### config.mk
export PLATFORM = sky130hd
export DESIGN_NAME = prime_source
export DESIGN_NICKNAME = d
export VERILOG_FILES = /design/src/rtl/pollard_pkg.sv /design/src/rtl/prime_source_trial_rem.sv /design/src/rtl/prime_source.sv
export SDC_FILE = /design/constraint.sdc
export NUM_CORES = 1
export LEC_CHECK = 0
export CELL_PAD_IN_SITES_DETAIL_PLACEMENT = 1
export CELL_PAD_IN_SITES_GLOBAL_PLACEMENT = 1
export CORE_MARGIN = 1.5
export CORE_UTILIZATION = 47
export CTS_BUF_LIST = sky130_fd_sc_hd__clkbuf_4
export CTS_CLUSTER_SIZE = 30
export DETAILED_ROUTE_END_ITERATION = 12
export PLACE_DENSITY = 0.8
export SLEW_MARGIN = 5
export SYNTH_ARGS = -nofsm -noshare
export SYNTH_HDL_FRONTEND = slang
export SYNTH_SLANG_ARGS = --single-unit
export TNS_END_PERCENT = 5
### constraint.sdc
create_clock -name clk -period 4.6 [get_ports clk]
set_input_delay 0.69 -clock clk [delete_from_list [all_inputs] [get_ports clk]]
set_output_delay 0.69 -clock clk [all_outputs]
set_load 0.01 [all_outputs]
### src/rtl/pollard_pkg.sv
`default_nettype none
// ============================================================================
//  Module   : pollard_pkg
//  Purpose  : Shared constants and types for the Pollard p-1 datapath.
//  Revision : 1.0  initial release
// ============================================================================
package pollard_pkg;

  // Base width of the exponent stage; the prime source emits values this wide.
  localparam int PRIME_W = 9;

  // Sweep controller states of the prime source.
  typedef enum logic [2:0] {
    IDLE = 3'd0,
    TEST = 3'd1,
    DIV  = 3'd2,
    EMIT = 3'd3,
    DONE = 3'd4
  } prime_state_t;

endpackage
`default_nettype wire

### src/rtl/prime_source_trial_rem.sv
`default_nettype none
// ============================================================================
//  Module   : trial_rem
//  Purpose  : Remainder of c modulo d by repeated subtraction, one step per
//             clock. load restarts the loop with r = c; rem_valid flags r < d.
//  Revision : 1.0  initial release
// ============================================================================
module trial_rem #(
  parameter int W = 10
) (
  input  logic         clk,
  input  logic         rst,
  input  logic         load,
  input  logic [W-1:0] c,
  input  logic [W-1:0] d,
  output logic [W-1:0] r,
  output logic         rem_valid
);

  logic [W-1:0] r_q, r_d;
  logic         active_q, active_d;

  // Next remainder: reload on load, otherwise subtract while r still >= d.
  always_comb begin
    r_d      = r_q;
    active_d = active_q;
    if (load) begin
      r_d      = c;
      active_d = 1'b1;
    end else if (active_q && (r_q >= d)) begin
      r_d = r_q - d;
    end
  end

  // Remainder and activity registers.
  always_ff @(posedge clk) begin
    if (rst) begin
      r_q      <= '0;
      active_q <= 1'b0;
    end else begin
      r_q      <= r_d;
      active_q <= active_d;
    end
  end

  assign r         = r_q;
  // The divisor input is only meaningful while active, so gate on it.
  assign rem_valid = active_q && (r_q < d);

endmodule
`default_nettype wire

### src/rtl/prime_source.sv
`default_nettype none
// ============================================================================
//  Module   : prime_source
//  Purpose  : Emits every prime 2..limit in ascending order over a
//             valid/ready handshake, using trial division by subtraction.
//  Revision : 1.0  initial release
// ============================================================================
module prime_source
  import pollard_pkg::*;
#(
  parameter int PW = PRIME_W
) (
  input  logic          clk,
  input  logic          rst,
  input  logic          start,
  input  logic [PW-1:0] limit,
  output logic [PW-1:0] prime,
  output logic          prime_valid,
  input  logic          prime_ready,
  output logic          busy,
  output logic          done
);

  // Candidate/divisor are one bit wider so c can step past 2^PW-1 safely.
  localparam int CW = PW + 1;
  localparam int SW = 2 * CW;

  localparam logic [2:0] ST_IDLE = IDLE;
  localparam logic [2:0] ST_TEST = TEST;
  localparam logic [2:0] ST_DIV  = DIV;
  localparam logic [2:0] ST_EMIT = EMIT;
  localparam logic [2:0] ST_DONE = DONE;

  logic [2:0]    state_q, state_d;
  logic [PW-1:0] lim_q, lim_d;
  logic [CW-1:0] c_q, c_d;
  logic [CW-1:0] d_q, d_d;
  logic [SW-1:0] dsq_q, dsq_d;   // tracks d*d incrementally
  logic [PW-1:0] prime_q, prime_d;
  logic          done_q, done_d;

  logic          w_load;
  logic [CW-1:0] w_r;
  logic          w_rem_valid;
  logic          w_do_next;
  logic [CW-1:0] w_c_inc;
  logic [SW-1:0] w_dsq_inc;
  logic [SW-1:0] w_c_wide;

  assign w_c_inc   = c_q + 1'b1;
  assign w_c_wide  = SW'(c_q);
  // (d+1)^2 = d^2 + 2d + 1, so no multiplier is needed.
  assign w_dsq_inc = dsq_q + SW'({d_q, 1'b0}) + SW'(1);

  trial_rem #(
    .W (CW)
  ) u_trial_rem (
    .clk       (clk),
    .rst       (rst),
    .load      (w_load),
    .c         (c_q),
    .d         (d_q),
    .r         (w_r),
    .rem_valid (w_rem_valid)
  );

  // Sweep sequencing: divisor stepping, emission and candidate advance.
  always_comb begin
    state_d   = state_q;
    lim_d     = lim_q;
    c_d       = c_q;
    d_d       = d_q;
    dsq_d     = dsq_q;
    prime_d   = prime_q;
    done_d    = done_q;
    w_load    = 1'b0;
    w_do_next = 1'b0;

    case (state_q)
      ST_IDLE, ST_DONE: begin
        if (start) begin
          lim_d  = limit;
          c_d    = CW'(2);
          done_d = 1'b0;
          if (limit < PW'(2)) begin
            state_d = ST_DONE;
            done_d  = 1'b1;
          end else begin
            state_d = ST_TEST;
          end
        end
      end

      ST_TEST: begin
        d_d    = CW'(2);
        dsq_d  = SW'(4);
        w_load = 1'b1;
        if (SW'(4) > w_c_wide) begin
          state_d = ST_EMIT;
          prime_d = c_q[PW-1:0];
        end else begin
          state_d = ST_DIV;
        end
      end

      ST_DIV: begin
        if (w_rem_valid) begin
          if (w_r == '0) begin
            w_do_next = 1'b1;
          end else begin
            d_d    = d_q + 1'b1;
            dsq_d  = w_dsq_inc;
            w_load = 1'b1;
            if (w_dsq_inc > w_c_wide) begin
              state_d = ST_EMIT;
              prime_d = c_q[PW-1:0];
            end
          end
        end
      end

      ST_EMIT: begin
        if (prime_ready) begin
          w_do_next = 1'b1;
        end
      end

      default: begin
        state_d = ST_IDLE;
      end
    endcase

    // Advance to the next candidate or finish the sweep.
    if (w_do_next) begin
      c_d = w_c_inc;
      if (w_c_inc > {1'b0, lim_q}) begin
        state_d = ST_DONE;
        done_d  = 1'b1;
      end else begin
        state_d = ST_TEST;
      end
    end
  end

  // State and datapath registers.
  always_ff @(posedge clk) begin
    if (rst) begin
      state_q <= ST_IDLE;
      lim_q   <= '0;
      c_q     <= '0;
      d_q     <= '0;
      dsq_q   <= '0;
      prime_q <= '0;
      done_q  <= 1'b0;
    end else begin
      state_q <= state_d;
      lim_q   <= lim_d;
      c_q     <= c_d;
      d_q     <= d_d;
      dsq_q   <= dsq_d;
      prime_q <= prime_d;
      done_q  <= done_d;
    end
  end

  assign prime       = prime_q;
  assign prime_valid = (state_q == ST_EMIT);
  assign busy        = (state_q == ST_TEST) || (state_q == ST_DIV) ||
                       (state_q == ST_EMIT);
  assign done        = done_q;

endmodule
`default_nettype wire

== Word-level counts from Yosys, hierarchy flattened ==
Index checks and enable logic that the tools add are counted.

* $add $sub $neg: 5
* $mul: 0
* Div/mod/pow operators: 0
* Magnitude comparators: 6
* Eq/ne operators: 13
* Shifts and indexed selects: 0
* Multiplexer cells: 37
* Bitwise operators: 0
* Reductions and logical operators: 16

{| class="wikitable"
|+ Operators with widths
! operator !! count
|-
| two-way mux 10 bit || 7
|-
| two-way mux 20 bit || 2
|-
| case mux 20 bit (2 select lines) || 1
|-
| two-way mux 9 bit || 4
|-
| two-way mux 3 bit || 7
|-
| adder 10 x 1 -> 10 bit, second input constant || 2
|-
| adder 20 x 1 -> 20 bit, second input constant || 1
|-
| adder 20 x 11 -> 20 bit || 1
|-
| > comparator 20 x 10 -> 1 bit || 1
|-
| case mux 10 bit (2 select lines) || 1
|-
| case mux 9 bit (2 select lines) || 1
|-
| case mux 3 bit (4 select lines) || 1
|-
| two-way mux 1 bit || 11
|-
| >= comparator 10 bit || 1
|-
| > comparator 10 x 9 -> 1 bit || 1
|-
| > comparator 3 x 10 -> 1 bit, first input constant || 1
|-
| zero test 10 bit || 1
|-
| < comparator 10 bit || 1
|-
| AND reduction 5 bit || 2
|-
| subtractor 10 bit || 1
|-
| < comparator 9 x 2 -> 1 bit, second input constant || 1
|-
| inequality test 3 bit, second input constant || 3
|-
| nonzero test 2 bit || 4
|-
| equality test 3 x 2 -> 1 bit, second input constant || 2
|-
| other kinds (12) || 19
|}

* Register bits: 73
* Latch bits: 0
* Memory bits (writable): 0
* Bits in read-only memories: 0
* Bits of input ports: 13
* Memories kept: 0

== Depth between registers and ports, before layout ==
Gate-level depths: netlist of the first run.

* Word-level depth: 8
* Mapped depth: 16
* Depth with buffers taken out: 15

== Modules after synthesis ==
From an unflattened synthesis of the first run, not the netlist that was laid out.

* Cell total of the unflattened synthesis: 636
* Area total of the unflattened synthesis: 5043.6 sq um

{| class="wikitable"
|+ Modules (own cells, without submodules)
! module !! instances !! cells an instance !! area an instance (sq um) !! seq. area each (sq um)
|-
| prime_source || 1 || 509 || 4026.4 || 1241.2
|-
| trial_rem || 1 || 127 || 1017.2 || 220.2
|}

== Least setup slack after synthesis of the first run ==
OpenSTA, ideal clock, no wires.

* Path type: flip-flop to flip-flop
* Start point: reg d_q[0]
* End point: reg state_q[0]
* Data arrival time: 3.258 ns
* Data required time: 4.475 ns
* Path slack: 1.217 ns
* Cell stages (with the launch flop): 16
* Clock period less this slack: 3.383 ns
* Path through: dfxtp_1 > ha_1 > a211o_1 > a21o_1 > a31oi_1 > o21bai_1 > a21oi_1 > xnor2_1 > ha_1 > a211oi_1 > o21ai_0 > o21ai_0 > nand4_1 > or4b_1 > a2bb2oi_1 > mux2i_1

* Longest elaborated chain between the ends: 6
* Elaborated cells on any way between the ends: 14
* Those cells by class: 2 x add/sub; 2 x order compare; 5 x eq/ne; 3 x mux; 2 x reduce/logical

{| class="wikitable"
|+ RTL lines
! what !! RTL line !! RTL
|-
| from (decl) || prime_source.sv:37 || <nowiki>logic [CW-1:0] d_q, d_d;</nowiki>
|-
| from (signal assigned) || prime_source.sv:151 || <nowiki>d_q <= '0;</nowiki>
|-
| from (signal assigned) || prime_source.sv:159 || <nowiki>d_q <= d_d;</nowiki>
|-
| branches (longest 6 deep; another with adder 20 x 11 -> 20 bit) || - ||
|-
| to (signal assigned) || prime_source.sv:156 || <nowiki>state_q <= state_d;</nowiki>
|-
| to (decl) || prime_source.sv:34 || <nowiki>logic [2:0] state_q, state_d;</nowiki>
|}

Parallel ways; which one is timed is not known.
A chain may end at the register's enable or synchronous reset.

== Worst setup path in the final report of the first run ==
* Start point: reg d_q[0]
* End point: reg prime_q[7] (netlist: prime[7])

* Longest elaborated chain between the ends: 5
* Elaborated cells on any way between the ends: 8
* Those cells by class: 2 x add/sub; 2 x order compare; 2 x eq/ne; 2 x reduce/logical

{| class="wikitable"
|+ RTL lines
! what !! RTL line !! RTL
|-
| adder 20 x 11 -> 20 bit || prime_source.sv:53 || <nowiki>assign w_dsq_inc = dsq_q + SW'({d_q, 1'b0}) + SW'(1);</nowiki>
|-
| adder 20 x 1 -> 20 bit || prime_source.sv:53 ||
|-
| > comparator 20 x 10 -> 1 bit || prime_source.sv:114 || <nowiki>if (w_dsq_inc > w_c_wide) begin</nowiki>
|-
| inequality test 2 bit (no line) || - ||
|-
| AND reduction 5 bit (no line) * || - ||
|-
| to (signal assigned) || prime_source.sv:161 || <nowiki>prime_q <= prime_d;</nowiki>
|-
| to (decl) || prime_source.sv:39 || <nowiki>logic [PW-1:0] prime_q, prime_d;</nowiki>
|}

Mark *: on every way between the ends. The rest lies on a longest branch, timed or not.

==> results of run 1 <==
==> power groups by stage <==
stage / registers, mW / logic (mW) / clock network [mW]
after global routing: 0.807 / 1.47 / 0.508
after global placement: 0.803 / 1.26 / 0
final: 0.797 / 1.33 / 0.473
after floorplan: 0.768 / 0.975 / 0
after CTS: 0.795 / 1.32 / 0.484
after detailed placement: 0.811 / 1.31 / 0
==> cells by family (layout without fill, tap and decap cells) <==
family,after synthesis,count (layout),share of synthesized area
AND/OR/NAND/NOR,244,244,0.237
AO/OA/AOI/OAI,176,176,0.228
flip-flops,73,73,0.289
buffers and inverters,66,81,0.0517
adder cells (fa/ha/maj),44,44,0.112
XOR/XNOR,33,33,0.0572
multiplexers,13,13,0.0260
==> area by class of cell <==
type / count / area, um2
clock inverter: 4 / 67.6
fill: 1331 / 4840
tap: 136 / 170
sequential: 73 / 1460
inverter: 36 / 135
timing repair buffer: 29 / 273
multi-input combinational: 510 / 3330
clock buffer: 12 / 90.1
==> routing by layer <==
layer / track usage / vias to the layer above
li1: - / 2343
met5: 0 / -
met2: 0.453 / 87
met4: 0.109 / 0
met3: 0.0377 / 27
met1: 0.358 / 2296
==> metrics by stage <==
| stage | cell area [um2] | utilization | instances | hold WS (ns) | setup WS, ns |
|---|---|---|---|---|---|
| after global placement | 5370 | 0.518 | 784 | 0.447 | 0.902 |
| after floorplan | 5060 | - | 649 | 0.436 | 1.22 |
| after detailed placement | 5370 | 0.518 | 784 | 0.452 | 0.697 |
| after global routing | 5530 | 0.533 | 800 | 0.494 | 0.377 |
| after CTS | 5530 | 0.533 | 800 | 0.469 | 0.659 |
| final | 5530 | 0.533 | 800 | 0.464 | 0.680 |
==> Yosys cell counts, drive strengths merged, types with 3 or more instances <==
cell type	count
dfxtp	73
a21oi	66
nand2	61
nor2	59
ha	42
inv	36
o21ai	29
a211oi	25
nand3	25
xnor2	25
nand2b	24
nor3	21
clkbuf	20
nand4	15
a21o	12
mux2i	12
buf	10
xor2	8
and3	6
nor2b	5
nor4	5
o211ai	5
o31a	5
a31oi	4
and2	4
o21a	4
or3	4
or4	4
a2111oi	3
a22oi	3
a311oi	3
nand3b	3
==> worst reg2reg max path, delay by kind of cell, from the launching register on <==
kind	cells	cell delay (ns)
DFF	1	0.53
AOI/OAI and AO/OA	9	2.03
muxes	1	0.21
adders and majority gates	2	0.53
xor gates and xnor gates	1	0.11
and+or+nand+nor	2	0.38
==> flip-flops by register name, summed over array words and instances (netlist names) <==
| register | count |
|---|---|
| dsq_q | 20 |
| d_q | 10 |
| state_q | 3 |
| u_trial_rem.r | 10 |
| lim_q | 9 |
| done | 1 |
| c_q | 10 |
| prime | 9 |
| u_trial_rem.active_q | 1 |
==> worst paths after layout <==
path	from	endpoint	slack (ns)	cells after the start
max	d_q[0]$_SDFFE_PP0P_	prime[7]$_SDFFE_PP0P_	0.68	15
min	lim_q[8]$_SDFFE_PP0P_	lim_q[8]$_SDFFE_PP0P_	0.46	2
max reg2reg	d_q[0]$_SDFFE_PP0P_	prime[7]$_SDFFE_PP0P_	0.68	15
min reg2reg	lim_q[8]$_SDFFE_PP0P_	lim_q[8]$_SDFFE_PP0P_	0.46	2
==> results.toml, run 1 <==
[synth]
post_synth_main_area_contributors = "sky130_fd_sc_hd__dfxtp_1 29%, sky130_fd_sc_hd__ha_1 10%, sky130_fd_sc_hd__a21oi_1 6.4%"
synthesis.yosys.warnings = 0
syn-mean-instance-area_um2 = 7.79
synthDominantCellAreaShare = 0.289
synth.ff_latch_count = 73
largest_area_contributor_in_the_synthesized_netlist = "sky130_fd_sc_hd__dfxtp_1"
yosys.cell_types.count = 60
synth.yosys.seq_area_share = 0.289
synth_edf_count = 0
synth-main-ff-cell = "sky130_fd_sc_hd__dfxtp_1"
synth.cell_area_um2 = 5060
postSynthCellCount = 649
postSynthNetCount = 706
ys_async_sr_fraction = 0

[route]
met2_length_um = 6940
detail_route.vias_per_cell = 5.94
top_layer_used = "met4"
antenna_left = 0
drtIter0Drc = 213
routed-wl-met3_um = 459
drt_pre_antenna_iters = 4
detail_route.wirelength.met1_um = 6960
drc = 0
vias = 4753
routedWlPerCell_um = 18.5
routed_wl_um = 14800

[power]
ir_worst_vdd_v = 0.000283
proportion_of_total_power_due_to_net_switching = 0.437
pwr-share-clk = 0.182
netSwitchingPower_mw = 1.14
cell_internal_pwr_mw = 1.46
pwr-share-seq = 0.306
power.share.combinational = 0.512
powerDensity_nw_per_um2 = 470
total_power_mw = 2.60
p_leak_nw = 2.11

[clocking]
cts_stage_hold_buffer_count = 0
clkLatencyLatePin_ns = 0.46
setup_fix_bufs_post_cts = 0
worst_path_clk_slew_ns = 0.12
cts_htree_levels = 3
clock_sinks = 73
numCtsBuffers = 9
tritoncts_clock_tree = "built"
clock-root-buffer = "sky130_fd_sc_hd__clkbuf_4"
max-clock-path-buffers = 2
cts_resized = 0

[layout]
mostFrequentLayoutCells = "73 x sky130_fd_sc_hd__dfxtp_1, 65 x sky130_fd_sc_hd__a21oi_1, 61 x sky130_fd_sc_hd__nand2_1"
fraction_of_final_layout_cells_with_drive_strength_greater_than_1 = 0.0467
syn_to_final_growth_pct = 9.38
finalNetCount = 716
number_of_antenna_repair_diodes = 0
most_common_library_cell_in_the_layout_ignoring_fill_and_taps = "sky130_fd_sc_hd__dfxtp_1"

[floorplanning]
floorplan.die.width_um = 107
num_rows = 37
start_util = 0.488
die_h_um = 107
placeableCoreArea_um2 = 10400
design.portCount = 25
fp.dieArea_um2 = 11400

[timing]
slew_headroom = 0.446
timing.clock.skew_ns = 0.0178
period_minus_slack_ns = 3.92
final_max_slew_viol_count = 0
timing.final.setup_violations = 0
setup_repair_after_global_routing_missed_its_margin = "false"
worst_slew_pin_slew_ns = 0.828
achievable-frequency_mhz = 255
timing.final.crit_share = 0.852
fin_setup_tns_ns = 0
hold_viol_final = 0

[placed_design]
portBuffers = 24
routabilityCongestion = 0.908
dpl.hpwl_um = 11000

[global_route]
grt_remaining_overflow = 0
grt_max_degree = 63
grt_pass1_wl_um = 24400
grtUsageTotal = 0.273
first_global_vias = 4878
grt_antenna_before_repair = 0

[worst_setup_path]
critical-path-slowest-cell = "sky130_fd_sc_hd__dfxtp_1"
path_class = "reg2reg"
crit_arrival_ns = 4.24
biggest_fanout_along_the_worst_timing_path = 9
cp_num_buf_inv = 0
crit_required_ns = 4.92
worstSetupStartpointType = "register"
crit_path_max_incr_delay_ns = 0.53
timing.critical_path.cells = "ha_1, a211o_1, a21o_1, a31oi_1, o21bai_1, a21oi_1, xnor2_1, ha_1, a211oi_1, o21ai_0, o21ai_0, nand4_1, or2_1, o31a_1, mux2i_1"
critPathTopFamily = "compound AO/OA/AOI/OAI gates"
critPathCaptureType = "register"

[hold_path]
timing.hold.worst.class = "reg2reg"

[job]
timing.max_cap.violations = 0

[outcome]
status = "finished, final reports clean"
Note: power is estimated with default switching activity, not from simulation.
==> run 2, diff against run 1 <==
--- a/config.mk
+++ b/config.mk
@@ -5,10 +5,11 @@
 export SDC_FILE = /design/constraint.sdc
 export NUM_CORES = 1
 export LEC_CHECK = 0
+export ABC_AREA = 1
 export CELL_PAD_IN_SITES_DETAIL_PLACEMENT = 1
 export CELL_PAD_IN_SITES_GLOBAL_PLACEMENT = 1
 export CORE_MARGIN = 1.5
-export CORE_UTILIZATION = 47
+export CORE_UTILIZATION = 45
 export CTS_BUF_LIST = sky130_fd_sc_hd__clkbuf_4
 export CTS_CLUSTER_SIZE = 30
 export DETAILED_ROUTE_END_ITERATION = 12
==> results.toml, run 2 <==
[outcome]
status = "finished, final reports clean"

[route]
routedWlPerCell_um = 16.4
antenna_left = 0
drtIter0Drc = 256
vias = 5013
routed_wl_um = 15000
detail_route.vias_per_cell = 5.45
drc = 0
drt_pre_antenna_iters = 4

[synth]
synth.cell_area_um2 = 4980
postSynthNetCount = 813
synthesis.yosys.warnings = 0
largest_area_contributor_in_the_synthesized_netlist = "sky130_fd_sc_hd__dfxtp_1"
most_numerous_cell_in_the_yosys_netlist = "sky130_fd_sc_hd__nand2_1"
synth.ff_latch_count = 73
synth_edf_count = 0
ys_async_sr_fraction = 0
synth-main-ff-cell = "sky130_fd_sc_hd__dfxtp_1"
ranking_of_synthesized_cells_by_instance_count = "209 x sky130_fd_sc_hd__nand2_1, 88 x sky130_fd_sc_hd__inv_1, 83 x sky130_fd_sc_hd__a21oi_1"
postSynthCellCount = 756
yosys.cell_types.count = 40
post_synth_main_area_contributors = "sky130_fd_sc_hd__dfxtp_1 29%, sky130_fd_sc_hd__nand2_1 16%, sky130_fd_sc_hd__ha_1 11%"
synthDominantCellAreaShare = 0.293
synth.yosys.seq_area_share = 0.293
syn-mean-instance-area_um2 = 6.59

[timing]
final_max_slew_viol_count = 0
timing.clock.skew_ns = 0.0259
setup_repair_after_global_routing_missed_its_margin = "false"
slew_headroom = 0.505
timing.final.crit_share = 0.769
worst_slew_pin_slew_ns = 0.738
achievable-frequency_mhz = 283
timing.final.setup_violations = 0
hold_viol_final = 0
period_minus_slack_ns = 3.54
fin_setup_tns_ns = 0

[placed_design]
dpl.hpwl_um = 11700
detailed_place.area_um2 = 5320
routabilityCongestion = 0.895
portBuffers = 24

[clocking]
cts_resized = 0
numCtsBuffers = 9
clock-root-buffer = "sky130_fd_sc_hd__clkbuf_4"
worst_path_clk_slew_ns = 0.12
max-clock-path-buffers = 2
clock_sinks = 73
setup_fix_bufs_post_cts = 0
cts_htree_levels = 3
clkLatencyLatePin_ns = 0.47
tritoncts_clock_tree = "built"
cts_stage_hold_buffer_count = 0

[worst_setup_path]
biggest_fanout_along_the_worst_timing_path = 12
crit_arrival_ns = 3.91
regToRegSetupSlack_ns = 1.06
worstSetupStartpointType = "register"
path_class = "reg2reg"
crit_required_ns = 4.97
critPathCaptureType = "register"

[layout]
mostFrequentLayoutCells = "209 x sky130_fd_sc_hd__nand2_1, 88 x sky130_fd_sc_hd__inv_1, 83 x sky130_fd_sc_hd__a21oi_1"
finalNetCount = 832
syn_to_final_growth_pct = 9.21
most_common_library_cell_in_the_layout_ignoring_fill_and_taps = "sky130_fd_sc_hd__nand2_1"
number_of_flip_flops_under_the_largest_register_name = 20
fraction_of_final_layout_cells_with_drive_strength_greater_than_1 = 0.0436
registers.top_by_ff_count = "dsq_q"
number_of_antenna_repair_diodes = 0
final_design_area_no_fill_um2 = 5440

[global_route]
first_global_vias = 5172
grt_remaining_overflow = 0
grt_antenna_before_repair = 0
grtUsageTotal = 0.276
grt_max_degree = 47
grt_pass1_wl_um = 25100

[floorplanning]
fp.dieArea_um2 = 11700
num_rows = 38
floorplan.die.width_um = 108
design.portCount = 25
start_util = 0.460
die_h_um = 108
placeableCoreArea_um2 = 10800

[hold_path]
timing.hold.worst.class = "reg2reg"

[power]
p_leak_nw = 2.41
ir_worst_vdd_v = 0.000222
powerDensity_nw_per_um2 = 415

[job]
timing.max_cap.violations = 0
[run 2: area by class of cell]
type,instances,area [um2]
clock buffer,9,67.6
timing repair buffer,28,265
inverter,90,338
tap,140,175
fill,1502,5400
sequential,73,1460
clock inverter,6,60.1
multi-input combinational,573,3080
[run 2: worst max-delay path, stage by stage (launching register included)]
cell	delay, ns
sky130_fd_sc_hd__dfxtp_1	0.41
sky130_fd_sc_hd__fa_1	0.52
sky130_fd_sc_hd__nand3_1	0.11
sky130_fd_sc_hd__nand3_1	0.19
sky130_fd_sc_hd__nand2_1	0.11
sky130_fd_sc_hd__nand3_1	0.11
sky130_fd_sc_hd__xor2_1	0.19
sky130_fd_sc_hd__ha_1	0.31
sky130_fd_sc_hd__nand4_1	0.12
sky130_fd_sc_hd__nor2_1	0.14
sky130_fd_sc_hd__nand4_1	0.10
sky130_fd_sc_hd__nand2_1	0.08
sky130_fd_sc_hd__nand3_1	0.07
sky130_fd_sc_hd__nor2_1	0.10
sky130_fd_sc_hd__nand3_1	0.36
sky130_fd_sc_hd__nand3_2	0.31
sky130_fd_sc_hd__nand2_1	0.08
sky130_fd_sc_hd__a21oi_1	0.13
[run 2: cells by family (layout without fill, tap and decap cells)]
kind of cell,after synthesis,count (layout),synth area share
and+or+nand+nor,371,371,0.317
AOI/OAI and AO/OA,136,136,0.149
DFF,73,73,0.293
adders and majority gates,44,44,0.113
buffers and inverters,110,133,0.0896
xor gates and xnor gates,22,22,0.0387
[run 2: worst paths after layout]
kind	start	to	depth (start not counted)
worst max-delay path	d_q[0]$_SDFFE_PP0P_	prime[3]$_SDFFE_PP0P_	17
worst min-delay path	lim_q[3]$_SDFFE_PP0P_	lim_q[3]$_SDFFE_PP0P_	2
worst max register to register	d_q[0]$_SDFFE_PP0P_	prime[3]$_SDFFE_PP0P_	17
worst min register to register	lim_q[3]$_SDFFE_PP0P_	lim_q[3]$_SDFFE_PP0P_	2
[run 2: per-layer routing]
metal	GRT usage	share of wire	vias up
li1	-	-	2516
met4	0.0949	0.020	0
met3	0.0350	0.029	21
met2	0.472	0.47	62
met5	0	0	-
met1	0.357	0.48	2414
[run 2: through the flow]
stage	utilization	cells	hold WS (ns)	worst slack, ns	total power, mW
CTS	0.502	919	0.483	1.07	2.27
global route	0.502	919	0.506	0.731	2.43
finish	0.502	919	0.480	1.06	2.26
detailed placement	0.490	904	0.465	1.12	1.86
global placement	0.490	904	0.453	1.24	1.82
floorplan	-	756	0.435	1.90	1.59
[run 2: power by group]
group / internal [mW] / switching (mW)
logic: 0.374 / 0.714
clock network: 0.160 / 0.241
registers: 0.710 / 0.0638
